===== config.mk =====
export PLATFORM = sky130hd
export DESIGN_NAME = pow2_32b_seq_flat
export DESIGN_NICKNAME = d
export VERILOG_FILES = /design/src/rtl/pow2_32b_seq_if.sv /design/src/rtl/pow2_32b_seq.sv /design/src/flat_wrapper.sv
export SDC_FILE = /design/constraint.sdc
export NUM_CORES = 2
export LEC_CHECK = 0
export CORE_MARGIN = 2
export CORE_UTILIZATION = 50
export CTS_CLUSTER_DIAMETER = 150
export DETAILED_ROUTE_END_ITERATION = 7
export GPL_TIMING_DRIVEN = 0
export PLACE_DENSITY = 0.68
export SLEW_MARGIN = 20
export SYNTH_ARGS = -nofsm -noshare
export SYNTH_HDL_FRONTEND = slang
export SYNTH_SLANG_ARGS = --single-unit

===== constraint.sdc =====
create_clock -name clk -period 8.5 [get_ports clk]
set_input_delay 1.7 -clock clk [delete_from_list [all_inputs] [get_ports clk]]
set_output_delay 1.7 -clock clk [all_outputs]
set_load 0.01 [all_outputs]

===== src/rtl/pow2_32b_seq_if.sv =====
// rtl/pow2_32b_seq_if.sv - handshake bundle for the pow2_32b_seq antilog block
//
// Groups the operand/result handshakes of pow2_32b_seq.
//   in_valid  : log_in valid (producer -> block)
//   in_ready  : block can accept an operand (high only while idle)
//   log_in    : {e[4:0], f[FRAC_W-1:0]} unsigned fixed-point log value
//   out_valid : pow_out valid (block -> consumer)
//   out_ready : consumer accepts pow_out
//   pow_out   : floor(2^(e+f)) approximation, 32 bits
//   busy      : block is iterating or shifting
// Modports: master drives operands and accepts results, slave is the block.

interface pow2_32b_seq_if #(
   parameter int FRAC_W = 8
);
   logic              in_valid;
   logic              in_ready;
   logic [FRAC_W+4:0] log_in;
   logic              out_valid;
   logic              out_ready;
   logic [31:0]       pow_out;
   logic              busy;

   modport master (
      output in_valid, log_in, out_ready,
      input  in_ready, out_valid, pow_out, busy
   );

   modport slave (
      input  in_valid, log_in, out_ready,
      output in_ready, out_valid, pow_out, busy
   );
endinterface


===== src/rtl/pow2_32b_seq.sv =====
// rtl/pow2_32b_seq.sv - sequential base-2 antilog, log_in = e + f -> floor(2^x)
//
// Converts the unsigned fixed-point log value x = e + f (5-bit integer e,
// FRAC_W-bit fraction f) into a 32-bit floor(2^x). The mantissa m is kept in
// Q2.30; each fraction bit of weight 2^-k multiplies m by C_k = 2^(2^-k)
// (one bit per cycle, MSB first), then a single barrel shift applies 2^e.
//
// Ports:
//   clk   : rising-edge clock
//   rst_n : asynchronous active-low reset
//   bus   : pow2_32b_seq_if.slave (in_valid/in_ready/log_in,
//           out_valid/out_ready/pow_out, busy)
//
// Build option POW2_MITCHELL_EN: replaces the iterative multiply path with the
// Mitchell linear approximation 2^f ~= 1 + f, loaded straight from IDLE; the
// ITER state and the constant ROM disappear. Handshake and reset are unchanged.

module pow2_32b_seq #(
   parameter int FRAC_W = 8
) (
   input  logic          clk,
   input  logic          rst_n,
   pow2_32b_seq_if.slave bus
);

   typedef enum logic [1:0] {
      IDLE  = 2'd0,
      ITER  = 2'd1,
      SHIFT = 2'd2,
      DONE  = 2'd3
   } state_t;

   localparam logic [31:0] ONE_Q30 = 32'h4000_0000;

   state_t             state;
   state_t             state_nx;
   logic [4:0]         e_q;
   logic [31:0]        m;
   logic [31:0]        pow_q;
   logic [31:0]        pow_nx;
   logic [4:0]         op_e;
   logic [FRAC_W-1:0]  op_f;

   assign op_e = bus.log_in[FRAC_W+4:FRAC_W];
   assign op_f = bus.log_in[FRAC_W-1:0];

   // m < 2^31, so m << 31 stays inside 64 bits; the final >> 30 floors the result.
   assign pow_nx = 32'(({32'b0, m} << e_q) >> 30);

`ifndef POW2_MITCHELL_EN
   localparam logic [4:0] LAST = 5'(FRAC_W - 1);

   logic [4:0]        cnt;
   logic [FRAC_W-1:0] f_q;
   logic [31:0]       m_mul;

   // C_k = round(2^(2^-k) * 2^30)
   function automatic logic [31:0] rom_c(input logic [4:0] k);
      case (k)
         5'd1:    rom_c = 32'h5A82_799A;
         5'd2:    rom_c = 32'h4C1B_F829;
         5'd3:    rom_c = 32'h45CA_E0F2;
         5'd4:    rom_c = 32'h42D5_61B4;
         5'd5:    rom_c = 32'h4166_C34C;
         5'd6:    rom_c = 32'h40B2_68FA;
         5'd7:    rom_c = 32'h4058_F6A8;
         5'd8:    rom_c = 32'h402C_6BE9;
         5'd9:    rom_c = 32'h4016_321B;
         5'd10:   rom_c = 32'h400B_1818;
         5'd11:   rom_c = 32'h4005_8BCE;
         5'd12:   rom_c = 32'h4002_C5D8;
         5'd13:   rom_c = 32'h4001_62E8;
         5'd14:   rom_c = 32'h4000_B173;
         5'd15:   rom_c = 32'h4000_58B9;
         5'd16:   rom_c = 32'h4000_2C5D;
         default: rom_c = ONE_Q30;
      endcase
   endfunction

   // Q2.30 x Q2.30 product renormalised back to Q2.30 by truncation.
   assign m_mul = 32'(({32'b0, m} * {32'b0, rom_c(cnt + 5'd1)}) >> 30);
`endif

   // State register
   always_ff @(posedge clk or negedge rst_n) begin
      if (!rst_n) begin
         state <= IDLE;
      end else begin
         state <= state_nx;
      end
   end

   // Next-state logic
   always_comb begin
      state_nx = state;
      case (state)
         IDLE: begin
            if (bus.in_valid) begin
`ifdef POW2_MITCHELL_EN
               state_nx = SHIFT;
`else
               state_nx = ITER;
`endif
            end
         end
         ITER: begin
`ifdef POW2_MITCHELL_EN
            state_nx = SHIFT;
`else
            if (cnt == LAST) begin
               state_nx = SHIFT;
            end
`endif
         end
         SHIFT: state_nx = DONE;
         DONE: begin
            if (bus.out_ready) begin
               state_nx = IDLE;
            end
         end
         default: state_nx = IDLE;
      endcase
   end

   // Output decode
   always_comb begin
      bus.in_ready  = 1'b0;
      bus.out_valid = 1'b0;
      bus.busy      = 1'b0;
      case (state)
         IDLE:        bus.in_ready  = 1'b1;
         ITER, SHIFT: bus.busy      = 1'b1;
         DONE:        bus.out_valid = 1'b1;
         default:     bus.in_ready  = 1'b0;
      endcase
   end

   assign bus.pow_out = pow_q;

   // Datapath
   always_ff @(posedge clk or negedge rst_n) begin
      if (!rst_n) begin
         e_q   <= 5'd0;
         m     <= 32'd0;
         pow_q <= 32'd0;
`ifndef POW2_MITCHELL_EN
         cnt   <= 5'd0;
         f_q   <= '0;
`endif
      end else begin
         case (state)
            IDLE: begin
               if (bus.in_valid) begin
                  e_q <= op_e;
`ifdef POW2_MITCHELL_EN
                  m   <= ONE_Q30 + (32'(op_f) << (30 - FRAC_W));
`else
                  m   <= ONE_Q30;
                  cnt <= 5'd0;
                  f_q <= op_f;
`endif
               end
            end
`ifndef POW2_MITCHELL_EN
            ITER: begin
               // f_q shifts left so its MSB is always the bit of weight 2^-(cnt+1).
               if (f_q[FRAC_W-1]) begin
                  m <= m_mul;
               end
               f_q <= f_q << 1;
               cnt <= cnt + 5'd1;
            end
`endif
            SHIFT: pow_q <= pow_nx;
            default: ;
         endcase
      end
   end

endmodule

===== src/flat_wrapper.sv =====
// flat-port wrapper written by rule: the top's interface ports become plain ports
module pow2_32b_seq_flat 
#(
   parameter int FRAC_W = 8
)
  (clk, rst_n, bus_in_valid, bus_log_in, bus_out_ready, bus_in_ready, bus_out_valid, bus_pow_out, bus_busy);
  pow2_32b_seq_if #(.FRAC_W(FRAC_W)) bus_i ();
  input  logic clk;
  input  logic rst_n;
  input wire logic [$bits(bus_i.in_valid)-1:0] bus_in_valid;
  input wire logic [$bits(bus_i.log_in)-1:0] bus_log_in;
  input wire logic [$bits(bus_i.out_ready)-1:0] bus_out_ready;
  output wire logic [$bits(bus_i.in_ready)-1:0] bus_in_ready;
  output wire logic [$bits(bus_i.out_valid)-1:0] bus_out_valid;
  output wire logic [$bits(bus_i.pow_out)-1:0] bus_pow_out;
  output wire logic [$bits(bus_i.busy)-1:0] bus_busy;
  assign bus_i.in_valid = bus_in_valid;
  assign bus_i.log_in = bus_log_in;
  assign bus_i.out_ready = bus_out_ready;
  assign bus_in_ready = bus_i.in_ready;
  assign bus_out_valid = bus_i.out_valid;
  assign bus_pow_out = bus_i.pow_out;
  assign bus_busy = bus_i.busy;
  pow2_32b_seq #(.FRAC_W(FRAC_W)) u_core (.clk(clk), .rst_n(rst_n), .bus(bus_i));
endmodule

==> metrics.md <==
| Metric | Value |
|---|---|
| Status | complete, but fails checks |
| Failing checks | negative setup slack |
| Chip height | 275.2 um |
| Die width | 275.2 um |
| Skew final | 0.009448 ns |
| Reg2Reg Capture Point | u_core.m[21]$_DFFE_PN0P_ |
| Mapped Cells | 4104 |
| Headroom to the max-slew limit | 13.91% |
| Initial antenna violation count | 15 |
| Clock Tree Buf Depth | 2 |
| # DRC | 0 |
| Initial DRC Count | 3501 |
| Clock-pin transition on the worst setup and hold timing paths | 0.07 ns |
| Setup slack, reg-to-reg | -1.17 ns |
| Vias per cell | 5.816 |
| Initial core utilization | 50.49% |
| CTS hold repair buffers | 0 |
| Global-route wire length before repair | 205600 um |
| Crit. End Element | flip-flop |
| GR Overflow Total | 0 |
| Htree depth | 3 |
| Mean Syn Cell Area | 8.960 um2 |
| Vias in the first global route | 31960 |
| Max Fclk | 103.4 MHz |
| Fill cells | 6287 |
| CTS tree | built |
| Share of the synthesized area in the top cell type | 45.40% |
| Post-synth EDFFs | 0 |
| Layout cells sized above 1 | 13.34% |
| Crit path kind | reg -> reg |
| Worst hold path type | reg -> reg |
| P&R area growth vs syn | 16.52% |
| Synth Cell Area | 36770 um2 |
| Most used DFF post-synth | dfrtp_1 |
| Clock Sinks | 84 |
| Via count | 30830 |
| Period Utilization, post-route | 113.8% |
| Num CTS Buffers | 9 |
| Core Area | 72830 um2 |
| Max-slew violation count | 0 |
| Largest cells by area after synthesis | fa_1 (45%), ha_1 (9.7%), inv_1 (9.1%) |
| Post-synth top cells | inv_1 (896), fa_1 (834), nand2_1 (523) |
| Rows | 99 |
| Wirelength, routed | 138900 um |
| CP endpoint | u_core.m[21]$_DFFE_PN0P_ |
| Pre-antenna DRT Iters | 6 |
| Critical path data arrival time | 9.96 ns |
| Startpoint types | flip-flop |
| Reg2reg start | u_core.cnt[1]$_DFFE_PN0P_ |
| Crit-path slowest cell | fa_1 |
| Most frequent cell on the critical path | fa_1 |
| Final min period | 9.672 ns |
| DIE AREA | 75730 um2 |
| Number of synthesis warnings | 0 |
| Total GRT Usage | 37.55% |
| Worst-margin pin slew | 1.291 ns |
| Sequential share of the synthesized area | 5.716% |
| Post-synth ARST share | 100.0% |
| Final Hold Viols | 0 |
| Nets | 5463 |
| Data required, critical path | 8.79 ns |
| Cell taking the most area after synthesis | fa_1 |
| Mapped Nets | 5240 |
| Final setup violation count | 32 |
| Cell with the most instances after synthesis | inv_1 |
| Clk_lat worst skew | 0.36 ns |
| Worst setup margin | -1.172 ns |
| DP Wirelength | 108800 um |
| Max cap viols | 0 |
| ANT nets after route | 0 |
| Critical Path Source | u_core.cnt[1]$_DFFE_PN0P_ |
| Synthesized flop and latch total | 84 |
| Synth cell types | 72 |
| Worst-path maximum fanout | 6 |
| Critical Path Max Stage Delay | 0.53 ns |
| RSZ-0062 raised after global routing | true |
| # port buffers | 51 |
| Largest net degree at the start of global routing | 50 |
| Worst R2R Path Depth | 39 |
| Gpl congestion | 1.032 |
| Pre-CTS setup slack | -2.803 ns |
| Number of top-level pins | 52 |
| Routed length per instance | 26.21 um |
| Root buf cell | clkbuf_16 |
==> worst min-delay path by stage <==
stage                                      startpoint                                end  cells after the start
finish              u_core.bus.pow_out[0]$_DFFE_PN0P_  u_core.bus.pow_out[0]$_DFFE_PN0P_                      1
global route        u_core.bus.pow_out[8]$_DFFE_PN0P_  u_core.bus.pow_out[8]$_DFFE_PN0P_                      1
CTS                 u_core.bus.pow_out[8]$_DFFE_PN0P_  u_core.bus.pow_out[8]$_DFFE_PN0P_                      1
detailed placement  u_core.bus.pow_out[8]$_DFFE_PN0P_  u_core.bus.pow_out[8]$_DFFE_PN0P_                      1
global placement    u_core.bus.pow_out[8]$_DFFE_PN0P_  u_core.bus.pow_out[8]$_DFFE_PN0P_                      1
floorplan                   u_core.f_q[0]$_DFFE_PN0P_          u_core.f_q[0]$_DFFE_PN0P_                      2
==> worst max-delay path, delay by kind of cell (launching register included) <==
kind | cells | cell delay (ns)
adders and majority gates | 9 | 4.26
buffers and inverters | 14 | 1.71
DFF | 1 | 0.45
AOI/OAI and AO/OA | 7 | 1.60
xor gates and xnor gates | 1 | 0.16
and+or+nand+nor | 8 | 1.38
==> cell usage in the layout (no fill, tap or decap), drive strengths merged, types with 7 or more instances in the layout <==
| cell type | count |
|---|---|
| nor2b | 33 |
| a31oi | 14 |
| a32o | 7 |
| clkbuf | 230 |
| ha | 285 |
| a211oi | 13 |
| nand3 | 25 |
| o211ai | 13 |
| nor3 | 11 |
| mux4 | 20 |
| xor2 | 15 |
| a22oi | 7 |
| buf | 196 |
| fa | 834 |
| nand2 | 523 |
| mux2i | 30 |
| and3 | 16 |
| and2 | 497 |
| o21ai | 107 |
| nor2 | 76 |
| clkdlybuf4s50 | 50 |
| o21bai | 10 |
| inv | 894 |
| a21o | 41 |
| xnor2 | 20 |
| nand4 | 26 |
| or3 | 7 |
| o22ai | 32 |
| a21oi | 131 |
| mux2 | 17 |
| nand2b | 7 |
| diode | 10 |
| dfrtp | 84 |
==> logic make-up after synthesis <==
logic type | Yosys count | synth area share, %
adders and majority gates | 1119 | 55.10
AOI/OAI and AO/OA | 411 | 6.907
DFF | 84 | 5.716
muxes | 67 | 2.572
and+or+nand+nor | 1237 | 16.96
buffers and inverters | 1151 | 11.81
xor gates and xnor gates | 35 | 0.9255
==> sequential cells by signal, indices dropped and copies added, names as in the netlist <==
name,count
u_core.m,32
u_core.cnt,5
u_core.f_q,8
u_core.state,2
u_core.bus.pow_out,32
u_core.e_q,5
==> what timing repair did <==
action / in CTS / in global routing
endpoints found under the setup margin: 32 / 32
pin swaps: 142 / 78
setup buffers: 125 / 45
endpoints found under the hold margin: 0 / 0
resized for setup: 439 / 134
cloned: 3 / 2
==> layer usage <==
layer	share of wire [%]	vias to the layer above	track usage, %
met5	0.027	-	0
met4	6.1	6	17.72
met3	13	433	12.14
met2	43	1977	55.54
met1	38	15650	50.14
li1	-	12760	-
==> metrics by stage <==
stage | cells | setup TNS (ns) | utilization, % | area [um2] | hold slack, ns
2_1_floorplan | 4104 | -0.03625 | - | 37020 | 0.4996
3_3_place_gp | 5114 | -80.77 | 53.18 | 38730 | 0.4937
3_5_place_dp | 5117 | -65.00 | 53.28 | 38800 | 0.4997
4_1_cts | 5248 | -13.58 | 57.73 | 42050 | 0.5142
5_1_grt | 5292 | -28.34 | 58.80 | 42830 | 0.5414
6_report | 5301 | -21.39 | 58.83 | 42850 | 0.5208
==> cell type report <==
type	instances	area, um2	share of cell area [%]
clock inverter	6	95.09	0.2219
inverter	897	3378	7.884
buffer	248	1828	4.266
multi-input combinational	2869	31850	74.32
antenna	10	25.02	0.05840
clock buffer	10	239.0	0.5577
sequential	84	2105	4.912
tap	959	1200	2.800
timing repair buffer	218	2133	4.979
Power is not shown: default switching activity piles up to over one toggle a cycle in this logic, so the estimate is an artifact.
